[src/rtl/mac_da_fltr_multi_if.sv]
// GMII receive path and configuration bus for the multi-address DA filter.
// The bench side drives the master modport, the filter uses the slave modport.
interface mac_da_fltr_multi_if;
  logic        RXDV;
  logic [7:0]  RXD;
  logic        RXERI;
  logic        RXDV_O;
  logic [7:0]  RXD_O;
  logic        RXERO;
  logic        CFG_WE;
  logic [7:0]  CFG_ADDR;
  logic [31:0] CFG_WDATA;
  logic [31:0] CFG_RDATA;

  modport master (
    output RXDV, RXD, RXERI, CFG_WE, CFG_ADDR, CFG_WDATA,
    input  RXDV_O, RXD_O, RXERO, CFG_RDATA
  );

  modport slave (
    input  RXDV, RXD, RXERI, CFG_WE, CFG_ADDR, CFG_WDATA,
    output RXDV_O, RXD_O, RXERO, CFG_RDATA
  );
endinterface

[src/rtl/mac_da_fltr_multi.sv]
// Inline GMII receive filter: checks the destination address against a table plus
// broadcast/multicast/promiscuous modes and poisons rejected frames via RXERO.
module mac_da_fltr_multi #(
  parameter int         NUM_ADDR = 4,
  parameter int         CNT_W    = 16,
  parameter logic [3:0] CTRL_RST = 4'b0101
) (
  input  logic                RXCLK,
  input  logic                RESETN,
  mac_da_fltr_multi_if.slave  bus,
  output logic [CNT_W-1:0]    PASS_CNT,
  output logic [CNT_W-1:0]    DROP_CNT
);

  typedef enum logic [2:0] {IDLE, PRE, DA, ACCEPT, REJECT, THRU} state_t;

  state_t             r_state;
  state_t             w_state_next;
  logic [2:0]         r_byte_cnt;
  logic [39:0]        r_da;
  logic [3:0]         r_ctrl;
  logic [47:0]        r_mac [NUM_ADDR];
  logic [NUM_ADDR-1:0] r_vld;
  logic [CNT_W-1:0]   r_pass;
  logic [CNT_W-1:0]   r_drop;
  logic [31:0]        r_rdata;
  logic [31:0]        w_rdata;
  logic               r_rxdv_o;
  logic [7:0]         r_rxd_o;
  logic               r_rxero;

  logic [47:0]        w_da;
  logic [NUM_ADDR-1:0] w_hit;
  logic               w_bcast;
  logic               w_mcast;
  logic               w_accept;
  logic               w_decide;
  logic               w_kill;
  logic               w_cnt_clr;
  logic               w_unused;

  // Last DA byte is still on RXD when the decision is taken
  assign w_da    = {r_da, bus.RXD};
  assign w_bcast = &w_da;
  assign w_mcast = w_da[40] & ~w_bcast;

  generate
    for (genvar gi = 0; gi < NUM_ADDR; gi++) begin : g_hit
      assign w_hit[gi] = r_vld[gi] && (r_mac[gi] == w_da);
    end
  endgenerate

  assign w_accept  = ~r_ctrl[0] | r_ctrl[1] | (w_bcast & r_ctrl[2]) |
                     (w_mcast & r_ctrl[3]) | (|w_hit);
  assign w_decide  = (r_state == DA) && bus.RXDV && (r_byte_cnt == 3'd5);
  assign w_kill    = (r_state == REJECT) && bus.RXDV;
  assign w_cnt_clr = bus.CFG_WE && (bus.CFG_ADDR == 8'h01);
  assign w_unused  = ^bus.CFG_WDATA[30:16];

  always_ff @(posedge RXCLK) begin
    if (!RESETN) r_state <= IDLE;
    else         r_state <= w_state_next;
  end

  always_comb begin
    w_state_next = r_state;
    if (!bus.RXDV) begin
      w_state_next = IDLE;
    end else begin
      case (r_state)
        IDLE, PRE: begin
          if (bus.RXD == 8'h55)      w_state_next = PRE;
          else if (bus.RXD == 8'hD5) w_state_next = DA;
          else                       w_state_next = THRU;
        end
        DA: begin
          if (w_decide) w_state_next = w_accept ? ACCEPT : REJECT;
        end
        default: w_state_next = r_state;
      endcase
    end
  end

  always_ff @(posedge RXCLK) begin
    if (!RESETN) begin
      r_rxdv_o   <= 1'b0;
      r_rxd_o    <= 8'h00;
      r_rxero    <= 1'b0;
      r_byte_cnt <= 3'd0;
      r_da       <= 40'd0;
    end else begin
      r_rxdv_o <= bus.RXDV;
      r_rxd_o  <= bus.RXD;
      r_rxero  <= bus.RXERI | w_kill;
      if (r_state == DA) begin
        r_da       <= {r_da[31:0], bus.RXD};
        r_byte_cnt <= r_byte_cnt + 3'd1;
      end else begin
        r_byte_cnt <= 3'd0;
      end
    end
  end

  // Clear from the config bus takes priority over a same-cycle increment
  always_ff @(posedge RXCLK) begin
    if (!RESETN || w_cnt_clr) begin
      r_pass <= '0;
      r_drop <= '0;
    end else if (w_decide) begin
      if (w_accept && !(&r_pass)) r_pass <= r_pass + 1'b1;
      if (!w_accept && !(&r_drop)) r_drop <= r_drop + 1'b1;
    end
  end

  always_ff @(posedge RXCLK) begin
    if (!RESETN) begin
      r_ctrl <= CTRL_RST;
      r_vld  <= '0;
      for (int k = 0; k < NUM_ADDR; k++) r_mac[k] <= 48'd0;
    end else if (bus.CFG_WE) begin
      if (bus.CFG_ADDR == 8'h00) r_ctrl <= bus.CFG_WDATA[3:0];
      for (int k = 0; k < NUM_ADDR; k++) begin
        if (bus.CFG_ADDR == 8'(2 + 2 * k)) r_mac[k][31:0] <= bus.CFG_WDATA;
        if (bus.CFG_ADDR == 8'(3 + 2 * k)) begin
          r_mac[k][47:32] <= bus.CFG_WDATA[15:0];
          r_vld[k]        <= bus.CFG_WDATA[31];
        end
      end
    end
  end

  always_comb begin
    w_rdata = 32'd0;
    if (bus.CFG_ADDR == 8'h00) w_rdata = {28'd0, r_ctrl};
    if (bus.CFG_ADDR == 8'h01) w_rdata = {16'(r_drop), 16'(r_pass)};
    for (int k = 0; k < NUM_ADDR; k++) begin
      if (bus.CFG_ADDR == 8'(2 + 2 * k)) w_rdata = r_mac[k][31:0];
      if (bus.CFG_ADDR == 8'(3 + 2 * k)) w_rdata = {r_vld[k], 15'd0, r_mac[k][47:32]};
    end
  end

  always_ff @(posedge RXCLK) begin
    if (!RESETN) r_rdata <= 32'd0;
    else         r_rdata <= w_rdata;
  end

  assign bus.RXDV_O    = r_rxdv_o;
  assign bus.RXD_O     = r_rxd_o;
  assign bus.RXERO     = r_rxero;
  assign bus.CFG_RDATA = r_rdata;
  assign PASS_CNT      = r_pass;
  assign DROP_CNT      = r_drop;

endmodule

[src/flat_wrapper.sv]
// flat-port wrapper written by rule: the top's interface ports become plain ports
module mac_da_fltr_multi_flat 
#(
  parameter int         NUM_ADDR = 4,
  parameter int         CNT_W    = 16,
  parameter logic [3:0] CTRL_RST = 4'b0101
)
  (RXCLK, RESETN, PASS_CNT, DROP_CNT, bus_RXDV, bus_RXD, bus_RXERI, bus_CFG_WE, bus_CFG_ADDR, bus_CFG_WDATA, bus_RXDV_O, bus_RXD_O, bus_RXERO, bus_CFG_RDATA);
  mac_da_fltr_multi_if bus_i ();
  input  logic RXCLK;
  input  logic RESETN;
  output logic [CNT_W-1:0] PASS_CNT;
  output logic [CNT_W-1:0] DROP_CNT;
  input wire logic [$bits(bus_i.RXDV)-1:0] bus_RXDV;
  input wire logic [$bits(bus_i.RXD)-1:0] bus_RXD;
  input wire logic [$bits(bus_i.RXERI)-1:0] bus_RXERI;
  input wire logic [$bits(bus_i.CFG_WE)-1:0] bus_CFG_WE;
  input wire logic [$bits(bus_i.CFG_ADDR)-1:0] bus_CFG_ADDR;
  input wire logic [$bits(bus_i.CFG_WDATA)-1:0] bus_CFG_WDATA;
  output wire logic [$bits(bus_i.RXDV_O)-1:0] bus_RXDV_O;
  output wire logic [$bits(bus_i.RXD_O)-1:0] bus_RXD_O;
  output wire logic [$bits(bus_i.RXERO)-1:0] bus_RXERO;
  output wire logic [$bits(bus_i.CFG_RDATA)-1:0] bus_CFG_RDATA;
  assign bus_i.RXDV = bus_RXDV;
  assign bus_i.RXD = bus_RXD;
  assign bus_i.RXERI = bus_RXERI;
  assign bus_i.CFG_WE = bus_CFG_WE;
  assign bus_i.CFG_ADDR = bus_CFG_ADDR;
  assign bus_i.CFG_WDATA = bus_CFG_WDATA;
  assign bus_RXDV_O = bus_i.RXDV_O;
  assign bus_RXD_O = bus_i.RXD_O;
  assign bus_RXERO = bus_i.RXERO;
  assign bus_CFG_RDATA = bus_i.CFG_RDATA;
  mac_da_fltr_multi #(.NUM_ADDR(NUM_ADDR), .CNT_W(CNT_W), .CTRL_RST(CTRL_RST)) u_core (.RXCLK(RXCLK), .RESETN(RESETN), .bus(bus_i), .PASS_CNT(PASS_CNT), .DROP_CNT(DROP_CNT));
endmodule
[config.mk]
export PLATFORM = sky130hd
export DESIGN_NAME = mac_da_fltr_multi_flat
export DESIGN_NICKNAME = d
export VERILOG_FILES = /design/src/rtl/mac_da_fltr_multi_if.sv /design/src/rtl/mac_da_fltr_multi.sv /design/src/flat_wrapper.sv
export SDC_FILE = /design/constraint.sdc
export NUM_CORES = 1
export LEC_CHECK = 0
export ABC_CLOCK_PERIOD_IN_PS = 9200
export CAP_MARGIN = 15
export CORE_ASPECT_RATIO = 2
export CORE_MARGIN = 2
export CORE_UTILIZATION = 38
export CTS_BUF_LIST = sky130_fd_sc_hd__clkbuf_8
export CTS_CLUSTER_DIAMETER = 100
export DETAILED_ROUTE_END_ITERATION = 12
export HOLD_SLACK_MARGIN = 0.03
export PLACE_DENSITY_LB_ADDON = 0.05
export SLEW_MARGIN = 20
export SYNTH_ARGS = -nofsm -noshare
export SYNTH_HDL_FRONTEND = slang
export SYNTH_SLANG_ARGS = --single-unit
[constraint.sdc]
create_clock -name RXCLK -period 9.2 [get_ports RXCLK]
set_clock_uncertainty 0.05 [all_clocks]
set_input_delay 2.76 -clock RXCLK [delete_from_list [all_inputs] [get_ports RXCLK]]
set_output_delay 2.76 -clock RXCLK [all_outputs]
set_load 0.02 [all_outputs]
==> results.json, run 1 <==
{
  "worst_hold_startpoint": "u_core.r_byte_cnt[0]",
  "drt-wirelength-per-cell_um": 31.3,
  "fraction_of_synthesis_flops_using_an_asynchronous_set_or_reset_pin_pct": 0,
  "worst-slew-pin-transition_ns": 1.21,
  "synth_enable_flop_cells": 192,
  "final.period_utilization_pct": 64.2,
  "timing.rr.start": "u_core.r_da[0]",
  "syn-num-nets": 1589,
  "tritoncts": "built",
  "post_dp_cell_area_um2": 17400,
  "io_buffers": 126,
  "critPathMaxFanout": 7,
  "cap_violations": 0,
  "worstPathRequired_ns": 9.69,
  "globalRouteOverflowTotal": 0,
  "crit_arrival_ns": 6.40,
  "ys_types": 66,
  "whs_ns": 0.404,
  "clockBufferDepth": 3,
  "overall_power_consumption_mw": 2.95,
  "detailedPlacementHpwl_um": 51200,
  "globalRouteTotalUtil_pct": 31.5,
  "worst_setup_path_end_kind": "flip-flop",
  "final_design_area_no_fill_um2": 18400,
  "cts_setup_buffers": 0,
  "gp_routability_congestion": 0.999,
  "clkLatencyLatePin_ns": 0.61,
  "worst_r2r_endpoint": "u_core.DROP_CNT[6]",
  "worst-r2r-setup-slack_ns": 5.49,
  "instances_no_fill": 2197,
  "first_global_vias": 12900,
  "critPathLaunchType": "input pin",
  "synth_seq_area_share_pct": 52.8,
  "grt_max_degree": 62,
  "drt_iter0_drc": 1254,
  "ir_drop_v": 0.0000944,
  "wl_um": 68700,
  "worst-path-buf-inv": 1,
  "p_per_area_nw_per_um2": 161,
  "worst_hold_path_type": "flip-flop to flip-flop",
  "unrepaired_setup_endpoints_after_global_routing": "false",
  "r2r_cells": 8,
  "synth_area_leader": "sky130_fd_sc_hd__edfxtp_1",
  "hold_buffers": 0,
  "final_nets": 1677,
  "critical-path-top-cell-by-count": "sky130_fd_sc_hd__nor4_1",
  "cts_h_tree_depth": 2,
  "worst_path_dominant_cell_family": "simple AND/OR/NAND/NOR gates",
  "grt_pass1_wl_um": 96500,
  "boundaryPins": 127,
  "leading_cell_type_by_number_of_instances_after_synthesis": "sky130_fd_sc_hd__and2_1",
  "die_height_um": 292,
  "worst_hold_path.endpoint": "u_core.r_byte_cnt[0]",
  "layout_setup_ws_ns": 3.29,
  "cts-buffers-inserted": 49,
  "path_cells": "clkdlybuf4s50_1 -> nand4_1 -> nor4_1 -> and3_1 -> o21ai_0 -> o21bai_1 -> nor4_1 -> nand4b_1 -> a21oi_1",
  "final_layout_size_suffix_gt1_share_pct": 7.47,
  "syn_area_um2": 15800,
  "root_buf_cell": "sky130_fd_sc_hd__clkbuf_8",
  "timing_worst_setup_path_type": "input pin to flip-flop",
  "pre_cts_ws_ns": 2.82,
  "floorplan.initialDensity_pct": 38.5,
  "finalHoldViolCount": 0,
  "critical_path.max_stage_delay_ns": 1.03,
  "clk_pin_slew_ns": 0.07,
  "drv_slew": 0,
  "synthDominantCellAreaShare_pct": 36.5,
  "detail_route.vias_per_cell": 5.86,
  "row_count": 105,
  "max_freq_mhz": 169,
  "drt_pre_antenna_iters": 5,
  "synth_top_flop_cell": "sky130_fd_sc_hd__edfxtp_1",
  "route.detailed.drc": 0,
  "dpl.cell_count": 2104,
  "final-setup-viol-count": 0,
  "postSynthRegisterBits": 320,
  "grt_antenna_before_repair": 3,
  "power.leakage_nw": 6.09,
  "fin_crit_ns": 5.91,
  "synth_top_cells_by_area": "sky130_fd_sc_hd__edfxtp_1, sky130_fd_sc_hd__dfxtp_1, sky130_fd_sc_hd__and2_1",
  "netlist_instances": 1532,
  "fin_util_pct": 44.8,
  "relSlewSlack_pct": 18.5,
  "setup_total_negative_slack_ns": 0,
  "detailroute.via_count": 12900,
  "filler_cell_count": 4034,
  "synth_common_cells": "sky130_fd_sc_hd__and2_1, sky130_fd_sc_hd__edfxtp_1, sky130_fd_sc_hd__nand2_1, sky130_fd_sc_hd__dfxtp_1, sky130_fd_sc_hd__xnor2_1",
  "synth.yosys.warnings": 0,
  "core_region_area_um2": 41000,
  "die_w_um": 148,
  "final_antenna_net_count": 0,
  "avgSynthCellArea_um2": 10.3,
  "crit_slowest_cell": "sky130_fd_sc_hd__nor4_1",
  "postCtsResizedCells": 0,
  "status": "complete, no violations",
  "hold_depth": 1,
  "cts_sinks": 320,
  "die_area_um2": 43300,
  "area_delta_synth_final_pct": 16.3
}
[layer usage]
| layer | up-vias | part of all wire [%] | global-route usage [%] |
|---|---|---|---|
| met4 | 0 | 7.4 | 20.1 |
| met1 | 6360 | 34 | 34.1 |
| met5 | - | 0 | 0 |
| li1 | 5668 | - | - |
| met2 | 642 | 52 | 57.0 |
| met3 | 203 | 5.8 | 4.08 |
[worst max path at each step]
stage                          from                  end  slack, ns  cells after the start
CTS                      bus_RXD[6]  u_core.DROP_CNT[14]       3.46                      9
detailed placement       bus_RXD[6]  u_core.DROP_CNT[14]       2.82                      9
finish                   bus_RXD[6]   u_core.DROP_CNT[6]       3.29                      9
floorplan           bus_CFG_ADDR[5]   u_core.r_mac[1][0]       3.61                      7
global placement         bus_RXD[6]   u_core.DROP_CNT[2]       2.88                      9
global route             bus_RXD[6]   u_core.PASS_CNT[0]       3.16                      9
[sequential cells by signal (all words and copies together), names as in the netlist, 4 cells and up]
name / flops
u_core.r_vld: 4
u_core.r_ctrl: 4
u_core.r_mac: 192
u_core.bus.RXD_O: 8
u_core.PASS_CNT: 16
u_core.DROP_CNT: 16
u_core.bus.CFG_RDATA: 32
u_core.r_da: 40
[layout by cell type, fill, tap and decap left out, drive strengths merged, types with 36 or more instances in the layout]
cell and instances:
and2 204, edfxtp 192, nand2 165, dfxtp 128, clkdlybuf4s50 126, xnor2 123, a21oi 78, a22oi 62
clkbuf 54, inv 54, nand4 52, xor2 42, o21ai 36, nand3 36
[cell families (layout without fill, tap and decap cells)]
kind of cell	after synthesis	count (layout)	synth area share, %
xor+xnor	165	165	9.16
fa+ha+maj	4	4	0.317
other cells	0	1	0
mux	19	19	1.29
flops	320	320	52.8
compound gates	274	274	11.5
simple gates	603	603	20.9
buf+inv	147	276	3.99
[power by group]
part           switching (mW)  total (mW)  internal [mW]
Combinational           0.125       0.195         0.0698
Sequential             0.0552        1.62           1.57
Clock                   0.593        1.13          0.541
Total                   0.774        2.95           2.18
[worst reg2reg max path, delay by kind of cell, from the launching register on]
kind	cells	cell delay, ns
flops	1	0.64
simple gates	5	2.43
compound gates	3	0.52
[cell type report]
class | count | area, µm² | area share [%]
Sequential cell | 320 | 8330 | 45.4
Clock buffer | 54 | 743 | 4.05
Timing Repair Buffer | 153 | 1460 | 7.98
Antenna cell | 1 | 2.50 | 0.0136
Clock inverter | 38 | 160 | 0.873
Tap cell | 535 | 669 | 3.65
Multi-Input combinational cell | 1065 | 6870 | 37.4
Inverter | 31 | 116 | 0.634
No activity file was read; power rests on OpenSTA's default activity.
==> inputs of run 2 (changes only) <==
--- a/config.mk
+++ b/config.mk
@@ -5,7 +5,7 @@
 export SDC_FILE = /design/constraint.sdc
 export NUM_CORES = 1
 export LEC_CHECK = 0
-export ABC_CLOCK_PERIOD_IN_PS = 9200
+export ABC_CLOCK_PERIOD_IN_PS = 5700
 export CAP_MARGIN = 15
 export CORE_ASPECT_RATIO = 2
 export CORE_MARGIN = 2
==> constraint.sdc (replaced) <==
create_clock -name RXCLK -period 5.7 [get_ports RXCLK]
set_clock_uncertainty 0.05 [all_clocks]
set_input_delay 1.71 -clock RXCLK [delete_from_list [all_inputs] [get_ports RXCLK]]
set_output_delay 1.71 -clock RXCLK [all_outputs]
set_load 0.02 [all_outputs]
==> results.json, run 2 (same netlist as run 1, synthesis figures left out) <==
{
  "r2r_cells": 8,
  "drt_iter0_drc": 1051,
  "register_name_with_the_most_flops": "u_core.r_mac",
  "route.detailed.drc": 0,
  "final_antenna_net_count": 0,
  "most-common-layout-cells": "sky130_fd_sc_hd__and2_1, sky130_fd_sc_hd__edfxtp_1, sky130_fd_sc_hd__nand2_1",
  "cts_setup_buffers": 0,
  "critPathLaunchType": "input pin",
  "final.period_utilization_pct": 77.4,
  "worstSetupEndpoint": "u_core.PASS_CNT[9]",
  "hold_buffers": 0,
  "final_nets": 1698,
  "postCtsResizedCells": 0,
  "detailroute.via_count": 12700,
  "clkPwrFrac_pct": 40.7,
  "detailedPlacementHpwl_um": 54400,
  "critPathMaxFanout": 19,
  "core_region_area_um2": 41000,
  "power.net_switching_mw": 1.27,
  "setup_total_negative_slack_ns": 0,
  "globalRouteTotalUtil_pct": 32.4,
  "row_count": 105,
  "worst_hold_path_type": "flip-flop to flip-flop",
  "io_buffers": 126,
  "globalRouteOverflowTotal": 0,
  "unrepaired_setup_endpoints_after_global_routing": "false",
  "final_layout_size_suffix_gt1_share_pct": 8.98,
  "worst_r2r_endpoint": "u_core.PASS_CNT[9]",
  "most_common_library_cell_in_the_layout_ignoring_fill_and_taps": "sky130_fd_sc_hd__and2_1",
  "drv_slew": 0,
  "worst-slew-pin-transition_ns": 1.04,
  "p_per_area_nw_per_um2": 266,
  "clockBufferDepth": 3,
  "comb_power_share_pct": 6.5,
  "gp_routability_congestion": 0.991,
  "timing.rr.start": "u_core.r_da[0]",
  "boundaryPins": 127,
  "critical_path.startpoint": "bus_RXD[3]",
  "hold_depth": 1,
  "cts_sinks": 320,
  "fin_crit_ns": 4.41,
  "ir_drop_v": 0.000182,
  "drt_pre_antenna_iters": 6,
  "clk_pin_slew_ns": 0.07,
  "cts_h_tree_depth": 2,
  "max_freq_mhz": 227,
  "area_delta_synth_final_pct": 18.1,
  "worstPathRequired_ns": 6.18,
  "clkLatencyLatePin_ns": 0.62,
  "relSlewSlack_pct": 30.0,
  "finalHoldViolCount": 0,
  "seq_pwr_share_pct": 52.8,
  "final-setup-viol-count": 0,
  "whs_ns": 0.410,
  "timing_worst_setup_path_type": "input pin to flip-flop",
  "crit_arrival_ns": 4.89,
  "grt_pass1_wl_um": 97900,
  "die_w_um": 148,
  "drt-wirelength-per-cell_um": 31.7,
  "internal_power_mw": 3.70,
  "overall_power_consumption_mw": 4.96,
  "floorplan.initialDensity_pct": 38.5,
  "status": "complete, no violations",
  "root_buf_cell": "sky130_fd_sc_hd__clkbuf_8",
  "grt_antenna_before_repair": 3,
  "first_global_vias": 12900,
  "power.leakage_nw": 6.20,
  "pre_cts_ws_ns": 0.583,
  "die_height_um": 292,
  "wl_um": 70200,
  "grt_max_degree": 45,
  "worst-r2r-setup-slack_ns": 2.19,
  "cts-buffers-inserted": 49,
  "detail_route.vias_per_cell": 5.70,
  "largest_reg_flops": 192,
  "worst_setup_path_end_kind": "flip-flop",
  "cap_violations": 0,
  "layout_setup_ws_ns": 1.29,
  "tritoncts": "built",
  "die_area_um2": 43300,
  "swShare_pct": 25.5
}
==> run 2: cell types whose count changed in the layout (fill, tap and decap cells not counted), moves of 2 or more <==
cell / delta
sky130_fd_sc_hd__clkinv_2: +4
sky130_fd_sc_hd__inv_1: -15
sky130_fd_sc_hd__nor2_4: -2
sky130_fd_sc_hd__nor2_1: +2
sky130_fd_sc_hd__buf_4: +19
sky130_fd_sc_hd__bufinv_16: +4
sky130_fd_sc_hd__clkinv_1: +6
sky130_fd_sc_hd__buf_12: +2
==> run 2: how the worst min path moves through the flow <==
stage	startpoint	endpoint	slack (ns)
final	u_core.r_byte_cnt[0]	u_core.r_byte_cnt[0]	0.41
after global routing	u_core.r_byte_cnt[0]	u_core.r_byte_cnt[0]	0.43
after CTS	u_core.r_byte_cnt[0]	u_core.r_byte_cnt[0]	0.41
after detailed placement	u_core.r_byte_cnt[0]	u_core.r_byte_cnt[0]	0.39
after global placement	u_core.r_byte_cnt[0]	u_core.r_byte_cnt[0]	0.38
after floorplan	u_core.r_byte_cnt[0]	u_core.r_byte_cnt[0]	0.37
==> run 2: layer usage <==
metal	share of wire, %	global-route usage (%)	up-vias
met5	0.021	0	-
met4	8.2	22.4	2
met3	4.7	4.66	209
met2	53	59.1	520
met1	34	33.7	6212
li1	-	-	5708
==> run 2: through the flow <==
step | instance area, µm² | instances | utilization [%]
floorplan | 15800 | 1532 | -
global route | 18600 | 2218 | 45.4
finish | 18600 | 2218 | 45.4
detailed placement | 17600 | 2125 | 43.0
CTS | 18600 | 2216 | 45.4
global placement | 17600 | 2125 | 43.0
==> run 2: final cells by class <==
cell class / count / area [µm²]
Inverter: 31 / 116
Clock inverter: 38 / 275
Tap cell: 535 / 669
Antenna cell: 2 / 5.00
Timing Repair Buffer: 174 / 1650
Clock buffer: 53 / 729
Sequential cell: 320 / 8330
Multi-Input combinational cell: 1065 / 6860
Fill cell: 4007 / 22400
==> run 2: critical path, stage by stage <==
cell,delay (ns)
sky130_fd_sc_hd__clkdlybuf4s50_1,0.68
sky130_fd_sc_hd__buf_4,0.29
sky130_fd_sc_hd__nor2b_4,0.12
sky130_fd_sc_hd__a2111o_1,0.36
sky130_fd_sc_hd__nor4_1,0.28
sky130_fd_sc_hd__nand4_1,0.18
sky130_fd_sc_hd__o32ai_2,0.36
sky130_fd_sc_hd__nor3_4,0.21
sky130_fd_sc_hd__or4_1,0.53
sky130_fd_sc_hd__a21oi_1,0.15
==> run 2: power groups by stage <==
stage / clock network [mW] / registers, mW / logic [mW]
final: 2.02 / 2.62 / 0.321
after global routing: 2.15 / 2.62 / 0.334
after CTS: 2.06 / 2.62 / 0.322
after detailed placement: 0 / 2.67 / 0.320
after global placement: 0 / 2.67 / 0.321
after floorplan: 0 / 2.62 / 0.140
